$ cat src/rtl/fp_encoder_seq_if.sv
// Handshake and data bundle between the sign-magnitude front end and fp_encoder_seq.
// The requester drives start/S_in/mag_in; the encoder returns busy/done and the S/E/F result.
interface fp_encoder_seq_if;
  logic        start;
  logic        S_in;
  logic [11:0] mag_in;
  logic        busy;
  logic        done;
  logic        S;
  logic [2:0]  E;
  logic [3:0]  F;

  modport master (output start, S_in, mag_in, input busy, done, S, E, F);
  modport slave  (input start, S_in, mag_in, output busy, done, S, E, F);
endinterface

$ cat src/rtl/fp_encoder_seq.sv
// Sequential 12-bit sign-magnitude to 8-bit float (S/E3/F4) encoder: iterative normalize, then round.
// Define FP_ROUND_EN for round-half-up with carry/saturation; otherwise the significand is truncated.
module fp_encoder_seq (
  input  logic             clk,
  input  logic             rst_n,
  fp_encoder_seq_if.slave  bus
);

  typedef enum logic [1:0] {IDLE, NORM, ROUND} state_t;

  state_t      state, state_nxt;
  logic [11:0] m, m_nxt;
  logic [2:0]  e, e_nxt;
  logic        s, s_nxt;
  logic        s_out, s_out_nxt;
  logic [2:0]  e_out, e_out_nxt;
  logic [3:0]  f_out, f_out_nxt;
  logic        done_r, done_nxt;
  logic [3:0]  f_rnd;
  logic [2:0]  e_rnd;

`ifdef FP_ROUND_EN
  logic [4:0] f_inc;

  // A carry out of the significand renormalizes to 1000 and bumps the exponent, unless already at 7.
  always_comb begin
    f_inc = {1'b0, m[10:7]} + 5'd1;
    f_rnd = m[10:7];
    e_rnd = e;
    if (m[6]) begin
      if (!f_inc[4]) begin
        f_rnd = f_inc[3:0];
      end else if (e == 3'd7) begin
        f_rnd = 4'b1111;
      end else begin
        f_rnd = 4'b1000;
        e_rnd = e + 3'd1;
      end
    end
  end
`else
  assign f_rnd = m[10:7];
  assign e_rnd = e;
`endif

  always_ff @(posedge clk or negedge rst_n) begin
    if (!rst_n) begin
      state  <= IDLE;
      m      <= '0;
      e      <= '0;
      s      <= 1'b0;
      s_out  <= 1'b0;
      e_out  <= '0;
      f_out  <= '0;
      done_r <= 1'b0;
    end else begin
      state  <= state_nxt;
      m      <= m_nxt;
      e      <= e_nxt;
      s      <= s_nxt;
      s_out  <= s_out_nxt;
      e_out  <= e_out_nxt;
      f_out  <= f_out_nxt;
      done_r <= done_nxt;
    end
  end

  // Out-of-range magnitudes (bit 11 set) clamp to the largest legal input so they saturate cleanly.
  always_comb begin
    state_nxt = state;
    m_nxt     = m;
    e_nxt     = e;
    s_nxt     = s;
    s_out_nxt = s_out;
    e_out_nxt = e_out;
    f_out_nxt = f_out;
    done_nxt  = 1'b0;
    unique case (state)
      IDLE: begin
        if (bus.start) begin
          s_nxt     = bus.S_in;
          e_nxt     = 3'd7;
          m_nxt     = bus.mag_in[11] ? 12'h7FF : bus.mag_in;
          state_nxt = NORM;
        end
      end
      NORM: begin
        if (m[11] || m[10] || (e == 3'd0)) begin
          state_nxt = ROUND;
        end else begin
          m_nxt = {m[10:0], 1'b0};
          e_nxt = e - 3'd1;
        end
      end
      ROUND: begin
        s_out_nxt = s;
        e_out_nxt = e_rnd;
        f_out_nxt = f_rnd;
        done_nxt  = 1'b1;
        state_nxt = IDLE;
      end
      default: state_nxt = IDLE;
    endcase
  end

  assign bus.busy = (state != IDLE);
  assign bus.done = done_r;
  assign bus.S    = s_out;
  assign bus.E    = e_out;
  assign bus.F    = f_out;

endmodule

$ cat src/flat_wrapper.sv
// flat-port wrapper written by rule: the top's interface ports become plain ports
module fp_encoder_seq_flat 
  (clk, rst_n, bus_start, bus_S_in, bus_mag_in, bus_busy, bus_done, bus_S, bus_E, bus_F);
  fp_encoder_seq_if bus_i ();
  input  logic clk;
  input  logic rst_n;
  input wire logic [$bits(bus_i.start)-1:0] bus_start;
  input wire logic [$bits(bus_i.S_in)-1:0] bus_S_in;
  input wire logic [$bits(bus_i.mag_in)-1:0] bus_mag_in;
  output wire logic [$bits(bus_i.busy)-1:0] bus_busy;
  output wire logic [$bits(bus_i.done)-1:0] bus_done;
  output wire logic [$bits(bus_i.S)-1:0] bus_S;
  output wire logic [$bits(bus_i.E)-1:0] bus_E;
  output wire logic [$bits(bus_i.F)-1:0] bus_F;
  assign bus_i.start = bus_start;
  assign bus_i.S_in = bus_S_in;
  assign bus_i.mag_in = bus_mag_in;
  assign bus_busy = bus_i.busy;
  assign bus_done = bus_i.done;
  assign bus_S = bus_i.S;
  assign bus_E = bus_i.E;
  assign bus_F = bus_i.F;
  fp_encoder_seq u_core (.clk(clk), .rst_n(rst_n), .bus(bus_i));
endmodule
$ cat config.mk
export PLATFORM = sky130hd
export DESIGN_NAME = fp_encoder_seq_flat
export DESIGN_NICKNAME = d
export VERILOG_FILES = /design/src/rtl/fp_encoder_seq_if.sv /design/src/rtl/fp_encoder_seq.sv /design/src/flat_wrapper.sv
export SDC_FILE = /design/constraint.sdc
export NUM_CORES = 1
export LEC_CHECK = 0
export CORE_MARGIN = 4
export CORE_UTILIZATION = 49
export CTS_CLUSTER_DIAMETER = 30
export DETAILED_ROUTE_END_ITERATION = 10
export PLACE_DENSITY = 0.87
export SLEW_MARGIN = 30
export SYNTH_ARGS = -nofsm -noshare
export SYNTH_HDL_FRONTEND = slang
export SYNTH_SLANG_ARGS = --single-unit
$ cat constraint.sdc
create_clock -name clk -period 1.9 [get_ports clk]
set_input_delay 0.38 -clock clk [delete_from_list [all_inputs] [get_ports clk]]
set_output_delay 0.38 -clock clk [all_outputs]
set_load 0.05 [all_outputs]
==> out/qor.yml, run 1 <==
grt_usage_pct: 16.3
ys_ff_latch: 27
nets: 154
timing.fmax_mhz: 542
cts_tree: "done"
clock_sink_count: 27
powerDensity_mw_per_mm2: 1730
die_x_um: 57.9
arrival_ns: 1.46
ys_top_cells_by_area: "dfrtp_1 55%, mux2i_1 7.4%, o32ai_1 7.2%"
synth_cell_types: 21
drv_cap: 0
dpl.hpwl_mm: 1.85
finalCritPeriodShare_pct: 97.0
drive_above_1_share_pct: 17.0
via_count: 907
syn_area_mm2: 0.00122
ys_seq_area_share_pct: 55.3
end_kind: "primary output"
drt-total-wl_mm: 2.44
cp_cell_sequence: "clkdlybuf4s50_1"
ioPinCount: 26
p_leak_uw: 0.000811
finalWorstSetupSlack_ns: 0.0562
routedWlPerCell_um: 15.0
cpMaxStageDelayCell: "clkdlybuf4s50_1"
antenna_found_initial: 0
core_mm2: 0.00230
slew_headroom_pct: 66.1
setup_viol: 0
grt_pass1_vias: 944
num_rows: 17
port_buffers: 25
clk_latency_ns: 0.32
htree_levels: 1
dp_slack_ns: 0.0883
ctsLongestPathBuffers: 2
most-common-layout-cells: "27 x dfrtp_1, 16 x inv_1, 16 x clkdlybuf4s50_1, 10 x o32ai_1, 9 x mux2i_1"
diodes: 0
drtIter0Drc: 13
synth_top_area_share_pct: 55.3
drc_errors: 0
initial_core_util_pct: 53.2
fin_worst_skew_ns: 0.00416
critPathKind: "reg -> out"
clk_pin_slew_ns: 0.14
grt_max_degree: 28
cts_hold_buf: 0
status: "completed"
fillers: 195
cts_setup_buffers: 0
final_hold_viol_count: 0
overflow: 0
crit_family: "buffers and inverters"
firstDrtPassIters: 4
cp_max_fo: 1
die_y_um: 57.9
ant_nets: 0
die_area_mm2: 0.00335
gp_congestion: 0.771
rsz0062_at_grt: "true"
maxSlewViolCount: 0
multi_input_area_um2: 462
grt_pass1_wl_mm: 4.32
synth_cells: 105
area_growth_syn_to_layout_pct: 29.0
peakVddDrop_uv: 944
worstHoldPathType: "in -> async"
cts_buffers: 3
finalPower_uw: 2730
final_common_cell: "dfrtp_1"
yosys.area.top_type: "dfrtp_1"
via_per_inst: 5.56
max_stage_delay_ns: 0.80
register_area_um2: 676
worstPathBufferInverterCount: 1
cp-start-kind: "flop"
clock-root-buffer: "clkbuf_4"
cp_data_required_time_ns: 1.52
tightest_slew_ns: 0.508
yosysWarnings: 0
finalCriticalPeriod_ns: 1.84
syn_nets: 123
syn_avg_cell_area_um2: 11.6
==> state kept, by name, summed over array words and instances (netlist names) <==
signal	count
u_core.m	12
u_core.bus.F	4
u_core.bus.E	3
u_core.e	3
u_core.state	2
u_core.bus.S	1
u_core.bus.done	1
u_core.s	1
==> what timing repair did <==
item / CTS / global route
pin swaps: 0 / 3
endpoints found under the setup margin: 1 / 9
gates resized for setup: 1 / 7
==> per-stage QoR <==
| stage | cells | TNS [ns] | cell area (um^2) | hold WS (ns) | utilization, % |
|---|---|---|---|---|---|
| 3_3_place_gp | 159 | 0 | 1530 | 0.463 | 66.7 |
| 2_1_floorplan | 105 | 0 | 1220 | 0.0844 | - |
| 4_1_cts | 163 | 0 | 1560 | 0.428 | 67.8 |
| 5_1_grt | 163 | -0.0124 | 1580 | 0.429 | 68.6 |
| 6_report | 163 | 0 | 1580 | 0.419 | 68.6 |
| 3_5_place_dp | 159 | 0 | 1530 | 0.470 | 66.7 |
==> worst paths after layout <==
kind / from / endpoint / slack, ns / depth (start not counted)
setup reg to reg: u_core.e[0] / u_core.m[0] / 0.09 / 7
hold / removal: rst_n / u_core.bus.E[1] / 0.42 / 2
hold reg to reg: u_core.bus.E[2] / u_core.bus.E[2] / 0.49 / 2
setup / recovery: u_core.bus.done / bus_done / 0.06 / 1
min in group clk: u_core.bus.E[2] / u_core.bus.E[2] / 0.49 / 2
max in group asynchronous: rst_n / u_core.s / 1.23 / 2
==> final cells by class <==
class | count | share of cell area (%)
tap | 28 | 2.22
sequential | 27 | 42.9
timing repair buffer | 31 | 20.1
inverter | 16 | 3.81
clock buffer | 4 | 1.67
multi-input combinational | 57 | 29.3
==> routing by layer <==
metal  global-route usage, %  up-vias  part of all wire [%]
li1                        -      428                     -
met1                    21.6      447                    45
met2                    26.6       28                    47
met3                    3.12        4                   6.7
met4                    5.96        0                  0.94
met5                       0        -                     0
==> worst reg2reg max path, cell delays in order, from the launching register on <==
cell     delay [ns]
dfrtp_1        0.42
inv_1          0.08
ha_1           0.20
ha_2           0.20
nor4b_4        0.31
o21ai_2        0.09
buf_4          0.17
a22o_2         0.25
==> cell usage after synthesis (all sizes together) <==
master and count:
clkbuf 4, a221oi 2, nand2b 2, nor2 2, dfrtp 27, nand2 6, mux2i 9, buf 1
inv 16, nor4b 1, o31a 1, and2 2, o21ai 8, o32ai 10, nor2b 2, a211oi 4
mux2 4, or2 1, ha 2, a22o 1
==> report_power, final <==
group	total, uW	switching, uW	internal [uW]	leakage [uW]
clock network	240	158	82.1	0.0000150
registers	993	166	827	0.000303
logic	1500	875	621	0.000493
==> logic make-up after synthesis <==
| family | Yosys count | share of synthesized area, % |
|---|---|---|
| compound gates | 26 | 16.3 |
| fa+ha+maj | 2 | 2.05 |
| buf+inv | 21 | 7.07 |
| flops | 27 | 55.3 |
| mux | 13 | 11.1 |
| simple gates | 16 | 8.20 |
No activity file was read; power rests on OpenSTA's default activity.
==> run 2, diff against run 1 <==
Settings changed: RECOVER_POWER set to 100, SKIP_LAST_GASP set to 1.
==> run 2 against run 1 <==
Die area unchanged. Critical path type unchanged. Combinational power about the same. Non-clock buffer count unchanged. First-iteration DRC count did not move. Critical endpoint unchanged. Power about the same. Global-route usage is the same. Sequential power is essentially flat. Core utilization is 0.11 points lower. Largest cell class unchanged. Cell area is 0.16% lower. Setup slack unchanged. Clock skew about the same.
==> out/qor.yml, run 2 (synthesis gave the netlist of run 1 again) <==
critPathKind: "reg -> out"
cpMaxStageDelayCell: "clkdlybuf4s50_1"
gp_congestion: 0.771
grt_usage_pct: 16.3
finalCritPeriodShare_pct: 97.0
ctsLongestPathBuffers: 2
finalWorstSetupSlack_ns: 0.0562
finalCriticalPeriod_ns: 1.84
overflow: 0
clk_latency_ns: 0.32
core_mm2: 0.00230
ant_nets: 0
cp_cell_sequence: "clkdlybuf4s50_1"
power.switching_uw: 1200
powerDensity_mw_per_mm2: 1740
most-common-layout-cells: "27 x dfrtp_1, 16 x inv_1, 15 x clkdlybuf4s50_1, 10 x o32ai_1, 9 x mux2i_1"
grt_pass1_wl_mm: 4.32
worstHoldPathType: "reg -> reg"
cts_hold_buf: 0
final_util_pct: 68.5
die_area_mm2: 0.00335
dpl.hpwl_mm: 1.85
cp_data_required_time_ns: 1.52
maxSlewViolCount: 0
fillers: 195
arrival_ns: 1.46
internal-power_uw: 1530
dp_slack_ns: 0.0883
via_count: 909
final_cells: 163
worstPathBufferInverterCount: 1
status: "completed"
p_leak_uw: 0.000811
fin_worst_skew_ns: 0.00391
drive_above_1_share_pct: 17.0
clock-root-buffer: "clkbuf_4"
clk_pin_slew_ns: 0.14
initial_core_util_pct: 53.2
drtIter0Drc: 13
finalPower_uw: 2730
via_per_inst: 5.58
drc_errors: 0
cp-start-kind: "flop"
crit_family: "buffers and inverters"
antenna_found_initial: 0
num_rows: 17
rsz0062_at_grt: "true"
timing.fmax_mhz: 542
die_x_um: 57.9
final_hold_viol_count: 0
max_stage_delay_ns: 0.80
grt_pass1_vias: 944
tightest_slew_ns: 0.653
cp_max_fo: 1
final_common_cell: "dfrtp_1"
largest_reg_flops: 12
worst_hold_slack_ns: 0.493
seq_power_share_pct: 36.4
area_growth_syn_to_layout_pct: 28.8
clock_sink_count: 27
ioPinCount: 26
slew_headroom_pct: 56.5
cts_setup_buffers: 0
placed_cells: 159
diodes: 0
end_kind: "primary output"
p_sw_share_pct: 44.0
htree_levels: 1
cts_tree: "done"
peakVddDrop_uv: 943
top_register: "u_core.m"
drt-total-wl_mm: 2.44
firstDrtPassIters: 4
cts_buffers: 3
grt_max_degree: 28
setup_viol: 0
port_buffers: 25
power_frac_comb_pct: 54.8
power_frac_clock_pct: 8.8
drv_cap: 0
nets: 154
die_y_um: 57.9
routedWlPerCell_um: 15.0
run 2: changes by cell type in the layout (fill, tap and decap cells not counted):
cell | before | now
buf_4 | 7 | 6
clkbuf_2 | 0 | 1
dlygate4sd3_1 | 0 | 1
clkdlybuf4s50_1 | 16 | 15
run 2: worst paths after layout:
path                                  from              end  slack (ns)  depth (start not counted)
setup / recovery           u_core.bus.done         bus_done        0.06                          1
hold / removal             u_core.bus.E[2]  u_core.bus.E[2]        0.49                          2
setup reg to reg               u_core.e[0]      u_core.m[0]        0.09                          7
hold reg to reg            u_core.bus.E[2]  u_core.bus.E[2]        0.49                          2
max in group asynchronous            rst_n         u_core.s        0.88                          2
min in group asynchronous            rst_n  u_core.bus.E[1]        0.60                          2
run 2: worst register-to-register path, cell delays in order (launching register included):
cell	delay, ns
dfrtp_1	0.42
inv_1	0.08
ha_1	0.20
ha_2	0.20
nor4b_4	0.31
o21ai_2	0.09
buf_4	0.17
a22o_2	0.25
run 2: through the flow:
stage          area, um^2  setup TNS (ns)
2_1_floorplan        1220               0
3_3_place_gp         1530               0
3_5_place_dp         1530               0
4_1_cts              1560               0
5_1_grt              1570         -0.0124
6_report             1570               0
run 2: cell type report:
class / count / area, um^2 / share of cell area (%)
multi-input combinational: 57 / 462 / 29.4
timing repair buffer: 31 / 314 / 20.0
tap: 28 / 35.0 / 2.23
clock buffer: 4 / 26.3 / 1.67
inverter: 16 / 60.1 / 3.82
sequential: 27 / 676 / 43.0
run 2: power groups by stage:
| stage | Sequential (uW) | Combinational (uW) | Clock, uW |
|---|---|---|---|
| 2_1_floorplan | 1300 | 713 | 0 |
| 3_3_place_gp | 991 | 1480 | 0 |
| 3_5_place_dp | 1010 | 1520 | 0 |
| 4_1_cts | 995 | 1520 | 250 |
| 5_1_grt | 1030 | 1620 | 277 |
| 6_report | 993 | 1500 | 241 |
run 2: layer usage:
layer	routed length [um]	part of all wire [%]	global-route usage, %	up-vias
li1	-	-	-	428
met1	1100	45	21.6	449
met2	1160	47	26.6	28
met3	163	6.7	3.12	4
met4	23	0.94	5.96	0
met5	0	0	0	-
run 2: what timing repair did:
action | CTS | global route
pin swaps | 0 | 3
endpoints found under the hold margin | 0 | 0
setup endpoints to repair | 1 | 9
resized for setup | 1 | 7
==> run 3, diff against run 2 <==
Settings changed: SETUP_SLACK_MARGIN set to 0.5.
Clock period 1.9 ns to 1.7 ns, I/O delays scaled along.
==> run 3 against run 2 <==
Clock-buffer cell count stayed put. Sequential share of layout area is 4.4 points lower. Critical endpoint is now u_core.m[11]. Core utilization is 8.0 points higher. Largest cell class unchanged. Flip-flop and latch count stayed put. Highest routed layer unchanged. Clock skew is 0.0011 ns lower.
==> out/qor.yml, run 3 (synthesis gave the netlist of run 1 again) <==
status: "completed"
finalCritPeriodShare_pct: 93.1
grt_pass1_vias: 1083
clock_sink_count: 27
reg2reg_slack_ns: 0.12
port_buffers: 25
finalCriticalPeriod_ns: 1.58
finalWorstSetupSlack_ns: 0.118
tightest_slew_ns: 0.655
routedWlPerCell_um: 16.0
drtIter0Drc: 32
postPlaceCellArea_mm2: 0.00156
fin_area_mm2: 0.00176
ioPinCount: 26
min_to: "u_core.bus.F[3]"
reg2regPathDepth: 7
clock-root-buffer: "clkbuf_4"
timing.fmax_mhz: 632
ctsLongestPathBuffers: 2
worstReg2RegStart: "u_core.e[1]"
worstHoldStart: "u_core.bus.F[3]"
arrival_ns: 1.81
dpl.hpwl_mm: 1.91
die_area_mm2: 0.00335
drt-total-wl_mm: 2.96
diodes: 0
maxSlewViolCount: 0
die_x_um: 57.9
tns_ns: 0
die_y_um: 57.9
fin_worst_skew_ns: 0.00285
slew_headroom_pct: 56.3
rsz0062_at_grt: "true"
initial_core_util_pct: 53.2
core_mm2: 0.00230
overflow: 0
grt_usage_pct: 18.9
drive_above_1_share_pct: 38.9
final_common_cell: "dfrtp_1"
setup_viol: 0
area_growth_syn_to_layout_pct: 43.7
cp-start-kind: "flop"
largest_reg_flops: 12
regToRegEndpoint: "u_core.m[11]"
cp_max_fo: 6
worstHoldPathType: "reg -> reg"
via_count: 1018
gp_congestion: 0.832
num_rows: 17
hold_depth: 1
drv_cap: 0
dp_slack_ns: 0.0136
clk_latency_ns: 0.32
ant_nets: 0
cts_tree: "done"
nets: 176
cp_data_required_time_ns: 1.93
end_kind: "flop"
drc_errors: 0
peakVddDrop_uv: 1240
htree_levels: 1
grt_max_degree: 28
powerDensity_mw_per_mm2: 2000
p_leak_uw: 0.000858
antenna_found_initial: 0
top_register: "u_core.m"
final_hold_viol_count: 0
cts_buffers: 3
grt_pass1_wl_mm: 4.84
clk_pin_slew_ns: 0.13
firstDrtPassIters: 4
via_per_inst: 5.50
critPathKind: "reg -> reg"
most-common-layout-cells: "26 x dfrtp_1, 19 x buf_4, 14 x clkdlybuf4s50_1, 12 x inv_1, 10 x o32ai_1"
run 3: timing repair:
item | in CTS | in global routing
pin swaps | 5 | 7
gates resized for setup | 31 | 6
buffers inserted | 14 | 5
setup endpoints to repair | 31 | 35
gates cloned | 0 | 0
hold buffers | 0 | 0
run 3: report_power, final:
part / internal [uW] / leakage (uW) / switching [uW]
Sequential: 927 / 0.000302 / 190
Clock: 92.1 / 0.0000150 / 180
Combinational: 953 / 0.000541 / 1160
run 3: routing by layer:
layer / GRT usage [%] / part of all wire (%) / up-vias / wire [um]
met3: 3.34 / 5.8 / 4 / 171
met1: 22.5 / 39 / 506 / 1160
met2: 32.9 / 53 / 36 / 1570
met4: 8.61 / 1.9 / 0 / 56
met5: 0 / 0 / - / 0
li1: - / - / 472 / -
run 3: cell type report:
cell class	count	area [um^2]
sequential	27	677
fill	164	542
multi-input combinational	57	529
timing repair buffer	53	425
inverter	16	62.6
tap	28	35.0
clock buffer	4	26.3
run 3: worst max path at each step:
stage	slack (ns)	endpoint	start
floorplan	0.06	u_core.m[11]	u_core.e[0]
global placement	0.06	u_core.m[11]	u_core.e[0]
detailed placement	0.01	u_core.m[7]	bus_start
CTS	0.14	u_core.m[11]	u_core.e[0]
global route	0.03	u_core.e[1]	u_core.e[1]
finish	0.12	u_core.m[11]	u_core.e[1]
run 3: worst max-delay path, cell delays in order, from the launching register on:
cell and delay (ns):
dfrtp_1 0.39, inv_2 0.07, ha_4 0.16, ha_4 0.17, nor4b_4 0.25, o21ai_2 0.13, buf_6 0.15, and2_0 0.16
run 3: through the flow:
step                hold slack, ns  total power (uW)  utilization, %  cells
floorplan                   0.0444              2290               -    105
global placement             0.465              2770            67.9    162
detailed placement           0.472              2850            67.9    162
CTS                          0.395              3600            78.1    180
global route                 0.547              3730            76.4    185
finish                       0.525              3510            76.4    185
